==> src/rtl/alu_op_sequencer.sv <==
// alu_op_sequencer
// Runs a caller-selected list of operations (ADD, SUB, MULT, DIV, MOD) on one
// latched operand pair through the shared 3-bit arithmetic unit. Each result
// is shown on the LED bank for at least DWELL cycles, then offered downstream.
//
// Ports:
//   clk, rst_n                 clock (rising edge), async active-low reset
//   req_valid/req_ready        request handshake; req_a, req_b operands,
//                              req_mask ops to run (bit0 ADD .. bit4 MOD)
//   alu_a, alu_b, alu_sel      registered drive of the arithmetic unit
//   alu_result                 combinational unit result for alu_sel
//   res_valid/res_ready        result handshake; res_op, res_data, res_err
//   done                       one-cycle pulse after the last op of a request
//   leds                       res_data while a result is held, else 0
module alu_op_sequencer #(
    parameter int DWELL = 4
) (
    input  logic       clk,
    input  logic       rst_n,
    input  logic       req_valid,
    output logic       req_ready,
    input  logic [2:0] req_a,
    input  logic [2:0] req_b,
    input  logic [4:0] req_mask,
    output logic [2:0] alu_a,
    output logic [2:0] alu_b,
    output logic [2:0] alu_sel,
    input  logic [5:0] alu_result,
    output logic       res_valid,
    input  logic       res_ready,
    output logic [2:0] res_op,
    output logic [5:0] res_data,
    output logic       res_err,
    output logic       done,
    output logic [5:0] leds
);

    typedef enum logic [2:0] {
        IDLE    = 3'd0,
        ISSUE   = 3'd1,
        CAPTURE = 3'd2,
        HOLD    = 3'd3,
        DONE    = 3'd4
    } state_t;

    localparam logic [7:0] DWELL_LAST = 8'(DWELL - 1);
    localparam logic [2:0] OP_DIV     = 3'd3;
    localparam logic [2:0] OP_MOD     = 3'd4;

    // Lowest set bit of an op mask; ops therefore run in ascending code order.
    function automatic logic [2:0] lowest_op(input logic [4:0] m);
        logic [2:0] r;
        casez (m)
            5'b????1: r = 3'd0;
            5'b???10: r = 3'd1;
            5'b??100: r = 3'd2;
            5'b?1000: r = 3'd3;
            5'b10000: r = 3'd4;
            default:  r = 3'd0;
        endcase
        return r;
    endfunction

    state_t     state_r, state_s;
    logic [2:0] a_r, a_s;
    logic [2:0] b_r, b_s;
    logic [4:0] mask_r, mask_s;
    logic [2:0] idx_r, idx_s;
    logic [7:0] cnt_r, cnt_s;
    logic [2:0] alu_a_r, alu_a_s;
    logic [2:0] alu_b_r, alu_b_s;
    logic [2:0] alu_sel_r, alu_sel_s;
    logic       res_valid_r, res_valid_s;
    logic [2:0] res_op_r, res_op_s;
    logic [5:0] res_data_r, res_data_s;
    logic       res_err_r, res_err_s;
    logic       done_r, done_s;
    logic [5:0] leds_r, leds_s;
    logic [4:0] remaining_s;
    logic       div_zero_s;

    assign req_ready   = (state_r == IDLE);
    assign remaining_s = mask_r & ~(5'b00001 << idx_r);
    assign div_zero_s  = ((idx_r == OP_DIV) || (idx_r == OP_MOD)) && (b_r == 3'd0);

    assign alu_a     = alu_a_r;
    assign alu_b     = alu_b_r;
    assign alu_sel   = alu_sel_r;
    assign res_valid = res_valid_r;
    assign res_op    = res_op_r;
    assign res_data  = res_data_r;
    assign res_err   = res_err_r;
    assign done      = done_r;
    assign leds      = leds_r;

    // Next-state and next-output computation for every registered signal.
    always_comb begin
        state_s     = state_r;
        a_s         = a_r;
        b_s         = b_r;
        mask_s      = mask_r;
        idx_s       = idx_r;
        cnt_s       = cnt_r;
        alu_a_s     = alu_a_r;
        alu_b_s     = alu_b_r;
        alu_sel_s   = alu_sel_r;
        res_valid_s = res_valid_r;
        res_op_s    = res_op_r;
        res_data_s  = res_data_r;
        res_err_s   = res_err_r;
        done_s      = 1'b0;
        leds_s      = 6'd0;

        case (state_r)
            IDLE: begin
                if (req_valid) begin
                    a_s    = req_a;
                    b_s    = req_b;
                    mask_s = req_mask;
                    idx_s  = lowest_op(req_mask);
                    if (req_mask == 5'd0) begin
                        state_s = DONE;
                    end else begin
                        state_s = ISSUE;
                    end
                end else begin
                    state_s = IDLE;
                end
            end
            ISSUE: begin
                alu_a_s   = a_r;
                alu_b_s   = b_r;
                alu_sel_s = idx_r;
                state_s   = CAPTURE;
            end
            CAPTURE: begin
                res_op_s = idx_r;
                // A zero divisor makes the unit's output meaningless; flag it instead.
                if (div_zero_s) begin
                    res_data_s = 6'd0;
                    res_err_s  = 1'b1;
                end else begin
                    res_data_s = alu_result;
                    res_err_s  = 1'b0;
                end
                cnt_s       = 8'd0;
                res_valid_s = (DWELL_LAST == 8'd0);
                state_s     = HOLD;
            end
            HOLD: begin
                if (res_valid_r && res_ready) begin
                    res_valid_s = 1'b0;
                    mask_s      = remaining_s;
                    if (remaining_s != 5'd0) begin
                        idx_s   = lowest_op(remaining_s);
                        state_s = ISSUE;
                    end else begin
                        state_s = DONE;
                    end
                end else begin
                    // Counter saturates so res_valid stays up under backpressure.
                    if (cnt_r != DWELL_LAST) begin
                        cnt_s = cnt_r + 8'd1;
                    end else begin
                        cnt_s = cnt_r;
                    end
                    res_valid_s = (cnt_s == DWELL_LAST);
                    state_s     = HOLD;
                end
            end
            DONE: begin
                res_valid_s = 1'b0;
                state_s     = IDLE;
            end
            default: begin
                res_valid_s = 1'b0;
                state_s     = IDLE;
            end
        endcase

        // Outputs are registered, so they are derived from the next state.
        if (state_s == DONE) begin
            done_s = 1'b1;
        end else begin
            done_s = 1'b0;
        end
        if (state_s == HOLD) begin
            leds_s = res_data_s;
        end else begin
            leds_s = 6'd0;
        end
    end

    // State, working registers and registered outputs.
    always_ff @(posedge clk or negedge rst_n) begin
        if (!rst_n) begin
            state_r     <= IDLE;
            a_r         <= 3'd0;
            b_r         <= 3'd0;
            mask_r      <= 5'd0;
            idx_r       <= 3'd0;
            cnt_r       <= 8'd0;
            alu_a_r     <= 3'd0;
            alu_b_r     <= 3'd0;
            alu_sel_r   <= 3'd0;
            res_valid_r <= 1'b0;
            res_op_r    <= 3'd0;
            res_data_r  <= 6'd0;
            res_err_r   <= 1'b0;
            done_r      <= 1'b0;
            leds_r      <= 6'd0;
        end else begin
            state_r     <= state_s;
            a_r         <= a_s;
            b_r         <= b_s;
            mask_r      <= mask_s;
            idx_r       <= idx_s;
            cnt_r       <= cnt_s;
            alu_a_r     <= alu_a_s;
            alu_b_r     <= alu_b_s;
            alu_sel_r   <= alu_sel_s;
            res_valid_r <= res_valid_s;
            res_op_r    <= res_op_s;
            res_data_r  <= res_data_s;
            res_err_r   <= res_err_s;
            done_r      <= done_s;
            leds_r      <= leds_s;
        end
    end

endmodule

==> config.mk <==
export PLATFORM = sky130hd
export DESIGN_NAME = alu_op_sequencer
export DESIGN_NICKNAME = d
export VERILOG_FILES = /design/src/rtl/alu_op_sequencer.sv
export SDC_FILE = /design/constraint.sdc
export NUM_CORES = 1
export LEC_CHECK = 0
export BUFFER_PORTS_ARGS = -buffer_cell sky130_fd_sc_hd__buf_2
export CAP_MARGIN = 20
export CORE_MARGIN = 5
export CORE_UTILIZATION = 49
export DETAILED_ROUTE_END_ITERATION = 8
export PLACE_DENSITY_LB_ADDON = 0.12
export REMOVE_ABC_BUFFERS = 1
export SLEW_MARGIN = 25
export SYNTH_ARGS = -nofsm -noshare
export SYNTH_HDL_FRONTEND = slang
export SYNTH_SLANG_ARGS = --single-unit
==> constraint.sdc <==
create_clock -name clk -period 1.8 [get_ports clk]
set_input_delay 0.18 -clock clk [delete_from_list [all_inputs] [get_ports clk]]
set_output_delay 0.18 -clock clk [all_outputs]
set_load 0.005 [all_outputs]
==> results.toml, run 1 <==
[setup_path]
crit_fanout = 2
r2r_end = "res_valid"
cp_slowest_stage_delay_ps = 470
rrSetupSlack_ps = 30
critPathKind = "flip-flop to flip-flop"
start_kind = "flip-flop"
cp-end-kind = "flip-flop"
worst_ep_required_time_ps = 2010
slowest_stage = "or4b_4"
path_cells = "ha_1 -> or4b_4 -> nor2_2 -> mux2i_2 -> nor4_2 -> a22o_1"
ff2ff_path_depth = 6
critPathArrivalTime_ps = 1980
critical_path.top_delay_family = "simple AND/OR/NAND/NOR gates"
crit_buf_inv = 0
reg2reg_from = "cnt_r[0]"

[timing]
finClkSkew_ps = 10.9
finalHoldViolCount = 0
finalCritPeriodShare = 0.983
worst_pin_slew_ps = 505
min_period_ps = 1770
setup_ws_ps = 31.2
setup_viol = 0
slew_viol_final = 0
slew_headroom = 0.664
grt_setup_unrepaired = "true"
max_freq_mhz = 565

[place]
dp.cells = 368
io_buffers = 48
dp_hpwl_um = 4090
pre_cts_ws_ps = 43.2
place.gp.congestion = 0.881

[cts]
htree_levels = 2
clockBufferDepth = 2
cts_buffers = 5
cts_root_buffer = "clkbuf_8"
clkSinkCount = 52
cts_setup_buffers = 0
clk_latency_ps = 310
cts_tree = "done"
path_clk_slew_ps = 100

[finish]
nets = 331
seqCellArea_um2 = 1300
antenna_cells = 0
final_cells = 377
fillers = 394
syn2layout_area_growth_pct = 24.0
drive_gt1_frac = 0.332
multi_input_area_um2 = 1100
final_core_util = 0.632

[logic_synthesis]
netlist_instances = 242
ys_types = 42
netlist_area_um2 = 2440
yosys.area_share.simple = 0.198
synth_top_area_frac = 0.534
synth-compound-area-share = 0.138
synth_top_cell_by_area = "dfrtp_1"
synth_xor_area_frac = 0.00359
yosys_warnings = 0
yosys-top-cells-area = "dfrtp_1, nand2_1, mux2_2"
syn_avg_cell_area_um2 = 10.1
synth-adder-area-share = 0.00513
synth_top_family_by_area = "simple AND/OR/NAND/NOR gates"
ys_seq_area_frac = 0.534
synth_seq_cells = 52
muxShareOfSynthArea = 0.0909

[pwr]
vdd_ir_drop_max_v = 0.000909
power_density_nw_per_um2 = 1690
power.leakage_uw = 0.00146

[floorplan]
rows = 25
dieHeight_um = 80.5
die_w_um = 80.5
initial_utilization = 0.509
io-pin-count = 49
design.core.area_um2 = 4790
die-area_um2 = 6480

[routing]
ant_nets = 0
first_pass_iters = 4
drcViolationCount = 0
routed_wl_um = 5430
vias_per_cell = 5.29
drt_iter0_markers = 95
vias = 1993
wire_per_inst_um = 14.4

[worst_hold_path]
hp-start = "req_b[1]"
holdPathEnd = "b_r[1]"
hold_depth = 2
hold_path.class = "input port to flip-flop"

[status]
status = "completed"

[global_routing]
grt_pass1_wl_um = 9130
grt_pass1_vias = 1884
grt_use_total = 0.184
grt_overflow = 0
grt_max_degree = 25
antenna_found_initial = 0

[job]
maxCapViolCount = 0
[cells by family after synthesis]
logic type / count (synthesis)
and+or+nand+nor: 96
AOI/OAI and AO/OA: 55
DFF: 52
muxes: 20
buffers and inverters: 17
xor gates and xnor gates: 1
adders and majority gates: 1
[what timing repair did]
item | in CTS | in global routing
endpoints found under the hold margin | 22 | 0
hold buffers | 1 | 0
gates resized for setup | 0 | 8
setup endpoints to repair | 0 | 18
[worst reg2reg max path, cell delays in order (launching register included)]
cell	delay (ps)
dfrtp_1	360
ha_1	160
or4b_4	470
nor2_2	160
mux2i_2	270
nor4_2	70
a22o_1	180
[area by class of cell]
type / count / share of cell area
clock inverter: 2 / 0.00579
timing repair buffer: 72 / 0.140
multi-input combinational: 173 / 0.363
tap: 67 / 0.0277
inverter: 5 / 0.00621
clock buffer: 6 / 0.0273
sequential: 52 / 0.430
[per-stage QoR]
stage                     TNS, ps  total power [uW]  instance area (um^2)  hold WS (ps)
after global routing         -180              5580                  3020          61.9
after global placement          0              4270                  2880           175
after detailed placement        0              4310                  2880           179
after floorplan             -67.1              3300                  2380          -116
after CTS                       0              5050                  2990          78.2
final                           0              5110                  3020          81.0
[sequential cells by signal, indices dropped and copies added (netlist names)]
| name | cells |
|---|---|
| res_valid | 1 |
| leds | 6 |
| state_r | 3 |
| done | 1 |
| alu_sel | 3 |
| res_data | 6 |
| idx_r | 3 |
| mask_r | 5 |
| res_err | 1 |
| alu_a | 3 |
| cnt_r | 8 |
| b_r | 3 |
| a_r | 3 |
| res_op | 3 |
| alu_b | 3 |
[placed cells by master (no fill, tap or decap), drive strengths merged, types with 2 or more instances in the layout]
master  Yosys  layout
a31oi       4       4
a32o        2       2
nor3        6       6
nor2b       4       4
clkbuf      3       6
nor2       19      19
nand3      11      11
or3         2       2
nand3b      2       2
dfrtp      52      52
o41ai       2       2
mux2i       3       3
nand2b      3       3
a21o        2       2
nand2      35      35
o31ai       4       4
buf         9      71
o21ai      20      20
a22o        2       2
mux2       17      17
nor3b       3       3
and2        4       4
a21oi      15      15
inv         5       7
[worst max path at each step]
stage,start,to,slack [ps],depth (start not counted)
after global placement,res_valid,state_r[0],80,5
after global routing,cnt_r[1],res_valid,-80,6
after detailed placement,cnt_r[0],res_valid,40,6
final,cnt_r[0],res_valid,30,6
after floorplan,cnt_r[0],res_valid,-70,6
after CTS,cnt_r[0],res_valid,40,6
[power by group]
| part | leakage, uW | internal, uW | switching (uW) | total, uW |
|---|---|---|---|---|
| combinational | 0.000756 | 1160 | 1300 | 2460 |
| clock | 0.0000522 | 323 | 405 | 728 |
| sequential | 0.000655 | 1640 | 288 | 1930 |
| total | 0.00146 | 3120 | 2000 | 5110 |
[layer usage]
layer  GRT usage  share of wire  vias up
li1            -              -      991
met1       0.256           0.45      938
met2       0.274           0.46       53
met3      0.0516          0.065       11
met4      0.0676          0.020        0
met5           0              0        -
[synthesized netlist by cell type (all sizes together)]
library cell,number
o211ai,1
mux2i,3
nor3,6
and3,1
nand4,1
o22ai,1
nand3,11
ha,1
or4,1
or3,2
nand2,35
a211oi,1
mux2,17
o21ai,20
buf,9
nand3b,2
o221ai,1
a22o,2
nor3b,3
nor2b,4
xor2,1
a21o,2
o31ai,4
or3b,1
nand2b,3
nor2,19
a32o,2
dfrtp,52
clkbuf,3
o41ai,2
and3b,1
a21oi,15
nor4,1
or4b,1
and2,4
inv,5
a31oi,4
(Power assumes the default switching activity.)
==> run 2, diff against run 1 <==
GPL_TIMING_DRIVEN = 0   (was not set)
RECOVER_POWER = 100   (was not set)
==> run 2 against run 1 <==
- the run now ends with negative setup slack left
- wire length shrank 2.2%
- worst setup slack lost 45 ps
- global-route usage shrank 1.0 points
- clock skew shrank 4.8 ps
- first-iteration DRC count grew 40%
- die area is the same
- critical path type unchanged
- critical endpoint unchanged
==> results.toml, run 2 (synthesis results as in run 1) <==
[status]
violations = "negative setup slack"
status = "complete, but fails checks"

[routing]
routed_wl_um = 5310
drcViolationCount = 0
wire_per_inst_um = 14.6
vias_per_cell = 5.42
drt_iter0_markers = 133
vias = 1969
ant_nets = 0
first_pass_iters = 4

[place]
dp_hpwl_um = 3610
pre_cts_ws_ps = -436
io_buffers = 48
dp.cells = 345
place.gp.congestion = 0.803

[finish]
final_cell_mix = "dfrtp_1, buf_2, nand2_1, nor2_1"
largest_reg_flops = 8
nets = 318
drive_gt1_frac = 0.304
syn2layout_area_growth_pct = 20.6
mostFrequentLayoutCell = "dfrtp_1"
top_register = "cnt_r"
antenna_cells = 0
final_cells = 363

[timing]
finalHoldViolCount = 0
grt_setup_unrepaired = "true"
slew_headroom = 0.567
slew_viol_final = 0
worst_pin_slew_ps = 649
setup_viol = 1
max_freq_mhz = 551
setup_ws_ps = -13.3
min_period_ps = 1810
finalCritPeriodShare = 1.01
finClkSkew_ps = 6.06
finalSetupTns_ps = -13.3

[global_routing]
grt_max_degree = 53
antenna_found_initial = 0
grt_overflow = 0
grt_use_total = 0.174
grt_pass1_wl_um = 8820
grt_pass1_vias = 1873

[setup_path]
ff2ff_path_depth = 6
critPathArrivalTime_ps = 2010
cp_slowest_stage_delay_ps = 500
slowest_stage = "or4b_4"
path_cells = "ha_4 -> or4b_4 -> nor2_4 -> mux2i_2 -> nor4_2 -> a22o_1"
critPathKind = "flip-flop to flip-flop"
worst_ep_required_time_ps = 1990
reg2reg_from = "cnt_r[1]"
start_kind = "flip-flop"
crit_path_start = "cnt_r[1]"
crit_fanout = 3
cp-end-kind = "flip-flop"

[worst_hold_path]
hold_depth = 2
hp-start = "req_a[1]"
hold_path.class = "input port to flip-flop"

[pwr]
p_total_uw = 4900
power_density_nw_per_um2 = 1670
power.leakage_uw = 0.00136
vdd_ir_drop_max_v = 0.000908

[cts]
cts_buffers = 5
cts_root_buffer = "clkbuf_8"
clockBufferDepth = 2
clk_latency_ps = 300
clkSinkCount = 52
path_clk_slew_ps = 90
htree_levels = 2
cts_tree = "done"

[floorplan]
io-pin-count = 49
design.core.area_um2 = 4790
die-area_um2 = 6480
rows = 25
dieHeight_um = 80.5
initial_utilization = 0.509
die_w_um = 80.5

[job]
maxCapViolCount = 0
[run 2: changes by cell type in the layout (fill, tap and decap cells not counted), moves of 7 or more]
cell	previous run	this run
buf_2	48	40
buf_4	23	10
clkbuf_1	0	8
o21ai_1	11	4
[run 2: repair_timing]
item / in CTS / in global routing
hold endpoints to repair: 52 / 0
pin swaps: 2 / 1
setup endpoints to repair: 24 / 18
hold buffers: 1 / 0
resized for setup: 15 / 8
buffers inserted: 5 / 5
[run 2: final timing paths]
kind                       slack (ps)   endpoint
max                               -10  res_valid
min                                90     a_r[1]
max reg2reg                       -10  res_valid
min reg2reg                       480  res_op[1]
max in group asynchronous         880   cnt_r[2]
min in group asynchronous         440   alu_a[0]
[run 2: power by group]
| part | total [uW] | internal (uW) | switching, uW |
|---|---|---|---|
| sequential | 2040 | 1650 | 388 |
| clock | 652 | 272 | 381 |
| combinational | 2210 | 1040 | 1180 |
| total | 4900 | 2960 | 1950 |
[run 2: cell type report]
class	instances	area (um^2)
inverter	5	18.8
clock inverter	2	16.3
clock buffer	5	68.8
timing repair buffer	59	315
tap	67	83.8
multi-input combinational	173	1130
fill	448	1850
sequential	52	1310
[run 2: worst max-delay path: cells and delay by family, from the launching register on]
kind / cells / cell delay (ps)
flip-flops: 1 / 400
AO/OA/AOI/OAI: 1 / 190
AND/OR/NAND/NOR: 3 / 710
multiplexers: 1 / 260
adder cells (fa/ha/maj): 1 / 150
[run 2: per-stage QoR]
step	util	hold WS, ps	instance area, um^2
after floorplan	-	-116	2380
after global placement	0.565	405	2710
after detailed placement	0.566	254	2710
after CTS	0.604	84.8	2890
after global routing	0.614	83.9	2940
final	0.614	93.2	2940
[run 2: metal layers]
layer  global-route usage  wire length (um)  vias to the layer above
li1                     -                 -                      966
met1                0.237              2410                      955
met2                0.273              2530                       41
met3               0.0437               279                        7
met4               0.0524                90                        0
met5                    0                 0                        -
